[config.mk]
export PLATFORM = sky130hd
export DESIGN_NAME = prog_fifo
export DESIGN_NICKNAME = d
export VERILOG_FILES = /design/src/rtl/fifo_pkg.sv /design/src/rtl/fifo_mem.sv /design/src/rtl/prog_fifo.sv
export SDC_FILE = /design/constraint.sdc
export NUM_CORES = 1
export LEC_CHECK = 0
export CAP_MARGIN = 10
export CORE_UTILIZATION = 35
export CTS_CLUSTER_SIZE = 30
export DETAILED_ROUTE_END_ITERATION = 10
export PLACE_DENSITY = 0.52
export SYNTH_ARGS = -nofsm -noshare
export SYNTH_HDL_FRONTEND = slang
export SYNTH_SLANG_ARGS = --single-unit
[constraint.sdc]
create_clock -name clk -period 3.69 [get_ports clk]
set_clock_uncertainty 0.2 [all_clocks]
set_input_delay 1.107 -clock clk [delete_from_list [all_inputs] [get_ports clk]]
set_output_delay 1.107 -clock clk [all_outputs]
set_load 0.01 [all_outputs]
[src/rtl/fifo_pkg.sv]
// Shared types and default sizing for the programmable-threshold FIFO.
package fifo_pkg;

  typedef enum logic {
    MODE_REG  = 1'b0,
    MODE_FWFT = 1'b1
  } read_mode_e;

  localparam int DEF_FIFO_WIDTH = 16;
  localparam int DEF_FIFO_DEPTH = 8;

endpackage

[src/rtl/fifo_mem.sv]
// FIFO storage array: one synchronous write port, one asynchronous read port.
module fifo_mem #(
  parameter  int WIDTH = 16,
  parameter  int DEPTH = 8,
  localparam int AW    = $clog2(DEPTH)
) (
  input  logic             clk,
  input  logic             we,
  input  logic [AW-1:0]    waddr,
  input  logic [WIDTH-1:0] wdata,
  input  logic [AW-1:0]    raddr,
  output logic [WIDTH-1:0] rdata
);

  // Contents are deliberately left unreset; occupancy tracking makes stale data unreachable.
  logic [WIDTH-1:0] mem [DEPTH];

  always_ff @(posedge clk) begin
    if (we) mem[waddr] <= wdata;
  end

  assign rdata = mem[raddr];

endmodule

[src/rtl/prog_fifo.sv]
// Synchronous FIFO with programmable almost-full/almost-empty thresholds and
// selectable registered or first-word-fall-through read style.
module prog_fifo
  import fifo_pkg::*;
#(
  parameter  int         FIFO_WIDTH = DEF_FIFO_WIDTH,
  parameter  int         FIFO_DEPTH = DEF_FIFO_DEPTH,
  parameter  read_mode_e READ_MODE  = MODE_REG,
  localparam int         CW         = $clog2(FIFO_DEPTH) + 1
) (
  input  logic                  clk,
  input  logic                  rst_n,
  input  logic                  flush,
  input  logic                  wr_en,
  input  logic [FIFO_WIDTH-1:0] data_in,
  input  logic                  rd_en,
  input  logic [CW-1:0]         af_level,
  input  logic [CW-1:0]         ae_level,
  output logic [FIFO_WIDTH-1:0] data_out,
  output logic                  wr_ack,
  output logic                  overflow,
  output logic                  underflow,
  output logic                  full,
  output logic                  empty,
  output logic                  almostfull,
  output logic                  almostempty,
  output logic [CW-1:0]         count
);

  localparam int AW = $clog2(FIFO_DEPTH);

  logic [AW-1:0]         wr_ptr_q, wr_ptr_d;
  logic [AW-1:0]         rd_ptr_q, rd_ptr_d;
  logic [CW-1:0]         count_q, count_d;
  logic                  wr_ack_q, wr_ack_d;
  logic                  overflow_q, overflow_d;
  logic                  underflow_q, underflow_d;
  logic                  rd_acc, wr_acc;
  logic [FIFO_WIDTH-1:0] mem_rdata;

  assign full        = (count_q == CW'(FIFO_DEPTH));
  assign empty       = (count_q == '0);
  assign almostfull  = (count_q >= af_level) && !full;
  assign almostempty = (count_q <= ae_level) && !empty;
  assign count       = count_q;
  assign wr_ack      = wr_ack_q;
  assign overflow    = overflow_q;
  assign underflow   = underflow_q;

  // A write into a full FIFO is allowed when a read frees the slot in the same cycle.
  assign rd_acc = rd_en && !empty && !flush;
  assign wr_acc = wr_en && !flush && (!full || rd_acc);

  always_comb begin
    wr_ptr_d    = wr_ptr_q;
    rd_ptr_d    = rd_ptr_q;
    count_d     = count_q;
    wr_ack_d    = wr_acc;
    overflow_d  = wr_en && !wr_acc && !flush;
    underflow_d = rd_en && !rd_acc && !flush;
    if (flush) begin
      wr_ptr_d = '0;
      rd_ptr_d = '0;
      count_d  = '0;
    end else begin
      if (wr_acc) wr_ptr_d = wr_ptr_q + AW'(1);
      if (rd_acc) rd_ptr_d = rd_ptr_q + AW'(1);
      count_d = count_q + CW'(wr_acc) - CW'(rd_acc);
    end
  end

  always_ff @(posedge clk or negedge rst_n) begin
    if (!rst_n) begin
      wr_ptr_q    <= '0;
      rd_ptr_q    <= '0;
      count_q     <= '0;
      wr_ack_q    <= 1'b0;
      overflow_q  <= 1'b0;
      underflow_q <= 1'b0;
    end else begin
      wr_ptr_q    <= wr_ptr_d;
      rd_ptr_q    <= rd_ptr_d;
      count_q     <= count_d;
      wr_ack_q    <= wr_ack_d;
      overflow_q  <= overflow_d;
      underflow_q <= underflow_d;
    end
  end

  fifo_mem #(
    .WIDTH(FIFO_WIDTH),
    .DEPTH(FIFO_DEPTH)
  ) u_mem (
    .clk  (clk),
    .we   (wr_acc),
    .waddr(wr_ptr_q),
    .wdata(data_in),
    .raddr(rd_ptr_q),
    .rdata(mem_rdata)
  );

  if (READ_MODE == MODE_FWFT) begin : g_fwft
    assign data_out = mem_rdata;
  end else begin : g_reg
    logic [FIFO_WIDTH-1:0] dout_q, dout_d;

    always_comb begin
      dout_d = dout_q;
      if (rd_acc) dout_d = mem_rdata;
    end

    always_ff @(posedge clk or negedge rst_n) begin
      if (!rst_n) dout_q <= '0;
      else        dout_q <= dout_d;
    end

    assign data_out = dout_q;
  end

endmodule
==> impl_metrics.json <==
{
  "die-area_um2": 18900,
  "syn_inst": 418,
  "grtUsageMet2_pct": 27.0,
  "die_x_um": 138,
  "cp_data_required_time_ns": 2.38,
  "global_route.usage.total_pct": 15.8,
  "overflow": 0,
  "rsz0062_at_grt": "true",
  "powerDensity_nw_per_um2": 685,
  "crit_chain": "dlygate4sd2_1 > inv_2 > ha_4 > nor2b_1 > o21ai_1 > a21oi_1 > a211oi_2 > buf_2",
  "syn_to_final_growth_pct": 25.9,
  "first_pass_iters": 5,
  "hold_depth": 2,
  "grt_use_met3_pct": 3.50,
  "crit_fanout": 2,
  "synth.cell_area_um2": 6440,
  "worst-setup-path-type": "primary input to primary output",
  "grt_max_degree": 39,
  "viasPerCell": 4.91,
  "synth_fp_nets": 464,
  "comb_power_share_pct": 23.9,
  "synth.avg_cell_area_um2": 15.4,
  "whs_ns": 0.271,
  "cp.arrival_ns": 2.32,
  "reg2reg_from": "count[3]",
  "fmax_mhz": 276,
  "drv_slew": 0,
  "chipHeight_um": 138,
  "ioPinCount": 56,
  "rr_endpoint": "count[2]",
  "internal-power_uw": 4060,
  "hp-start": "data_out[15]",
  "crit_path_end_kind": "primary output",
  "core_um2": 18000,
  "status": "finished, final reports clean",
  "wire_per_inst_um": 18.8,
  "wirelength_um": 13900,
  "setup_violations": 0,
  "period_minus_slack_ns": 3.63,
  "first_global_vias": 3662,
  "cts_buffer_depth": 2,
  "antenna_found_initial": 0,
  "seq_area_frac_synth_pct": 71.0,
  "postCtsHoldBufs": 0,
  "hp-class": "register to register",
  "rows": 49,
  "clk_latency_ns": 0.41,
  "cts_root_buffer": "clkbuf_16",
  "antenna_left": 0,
  "grt_pass1_wl_um": 21200,
  "critPathLaunchType": "primary input",
  "hold_path_end": "data_out[15]",
  "cts_tree": "yes",
  "drive_above_1_share_pct": 16.1,
  "grt-busiest-layer": "met2",
  "p_seq_share_pct": 41.2,
  "power.leakage_uw": 0.00296,
  "htreeDepth": 4,
  "slowest_stage": "dlygate4sd2_1",
  "ys_types": 38,
  "mostFrequentLayoutCell": "edfxtp_1",
  "dp_hpwl_um": 8520,
  "irDropWorstVdd_mv": 0.363,
  "clkPwrFrac_pct": 34.9,
  "fin_crit_sh_pct": 98.3,
  "layout.nets": 544,
  "swShare_pct": 26.9,
  "yosys_register_bits": 157,
  "layout_common_cells": "edfxtp_1 (128), mux2i_1 (65), clkdlybuf4s50_1 (47), nand2_1 (36), a22oi_1 (32)",
  "initial_core_util_pct": 35.7,
  "clk_pin_slew_ns": 0.06,
  "drc": 0,
  "dp.cells": 707,
  "drtIter0Drc": 212,
  "relSlewSlack_pct": 32.3,
  "numCtsBuffers": 17,
  "tightest_slew_ns": 1.01,
  "diodes": 0,
  "cpPeakStageDelay_ns": 0.24,
  "stdcell_count": 739,
  "use_met1_pct": 19.8,
  "cts_sinks": 157,
  "drv_cap": 0,
  "gp_congestion": 0.688,
  "io_buffer_count": 55,
  "synth_warnings": 0,
  "num_vias": 3629,
  "reg2reg_slack_ns": 0.82,
  "finalHoldViolCount": 0,
  "r2r_cells": 11,
  "power_switching_uw": 1490
}
-- state kept, by name, summed over array words and instances, names as in the netlist --
signal and cells:
u_mem.mem 128, count 4, underflow 1, wr_ptr_q 3, wr_ack 1, overflow 1
rd_ptr_q 3, data_out 16
-- synth_stat cells (all sizes together) --
library cell,n,share of area [%]
a211oi,1,0.12
a21boi,1,0.12
a21o,1,0.12
a21oi,5,0.39
a22oi,32,3.7
and2,1,0.097
buf,16,1.6
clkbuf,5,0.29
dfrtp,29,11
edfxtp,128,60
fa,1,0.31
ha,16,3.1
inv,18,1.0
mux2i,65,10
nand2,36,2.1
nand2b,2,0.23
nand3,18,1.4
nand3b,1,0.12
nand4,1,0.097
nor2,13,0.76
nor2b,5,0.49
nor3,3,0.23
nor3b,1,0.19
nor4,1,0.097
nor4b,2,0.27
o211ai,2,0.23
o21ai,4,0.49
or2,1,0.097
or3b,3,0.41
xnor2,2,0.27
xor2,4,0.54
-- cell type report --
class / instances / area [µm²]
Sequential cell: 157 / 4570
Inverter: 18 / 67.6
Timing Repair Buffer: 82 / 739
Fill cell: 1609 / 9920
Clock buffer: 19 / 443
Tap cell: 229 / 287
Clock inverter: 12 / 214
Multi-Input combinational cell: 222 / 1780
-- through the flow --
| step | util (%) | power [µW] | TNS, ns | setup WS, ns | cell area, µm² |
|---|---|---|---|---|---|
| floorplan | - | 3100 | 0 | 0.186 | 6450 |
| detailed placement | 41.1 | 3650 | -1.18 | -0.741 | 7400 |
| global placement | 41.1 | 3620 | -1.02 | -0.637 | 7400 |
| global route | 45.0 | 5830 | -0.0105 | -0.0105 | 8110 |
| CTS | 44.9 | 5610 | -0.000670 | -0.000670 | 8090 |
| finish | 45.0 | 5550 | 0 | 0.0621 | 8110 |
-- layer usage --
layer,vias to the layer above,wire length [µm]
met5,-,0
met4,0,112
met3,8,442
met1,1836,6040
li1,1722,-
met2,63,7260
-- power by group through the flow --
stage | sequential (µW) | combinational [µW] | clock (µW)
global placement | 2320 | 1300 | 0
detailed placement | 2320 | 1330 | 0
CTS | 2290 | 1340 | 1980
global route | 2320 | 1470 | 2050
finish | 2290 | 1330 | 1940
floorplan | 2250 | 853 | 0
-- worst max-delay path by stage --
stage	startpoint	to	slack, ns
floorplan	flush	u_mem.mem[1][0]	0.19
global placement	ae_level[1]	almostempty	-0.64
detailed placement	ae_level[1]	almostempty	-0.74
CTS	ae_level[0]	almostempty	-0.0007
global route	ae_level[1]	almostempty	-0.01
finish	ae_level[1]	almostempty	0.06
-- cells by family after synthesis --
kind of cell               share of synthesized area (%)
muxes                                               10.1
xor gates and xnor gates                           0.816
adders and majority gates                           3.42
AOI/OAI and AO/OA                                   5.19
and+or+nand+nor                                     6.59
buffers and inverters                               2.91
DFF                                                 71.0
-- critical path, delay by kind of cell --
kind	cells	cell delay [ns]
AO/OA/AOI/OAI	3	0.42
adder cells (fa/ha/maj)	1	0.19
buffers and inverters	3	0.47
AND/OR/NAND/NOR	1	0.12
-- repair_timing --
item	4_1_cts	5_1_grt
buffers inserted	0	1
endpoints found under the setup margin	2	4
resized for setup	20	6
pin swaps	7	6
No activity file was read; power rests on OpenSTA's default activity.
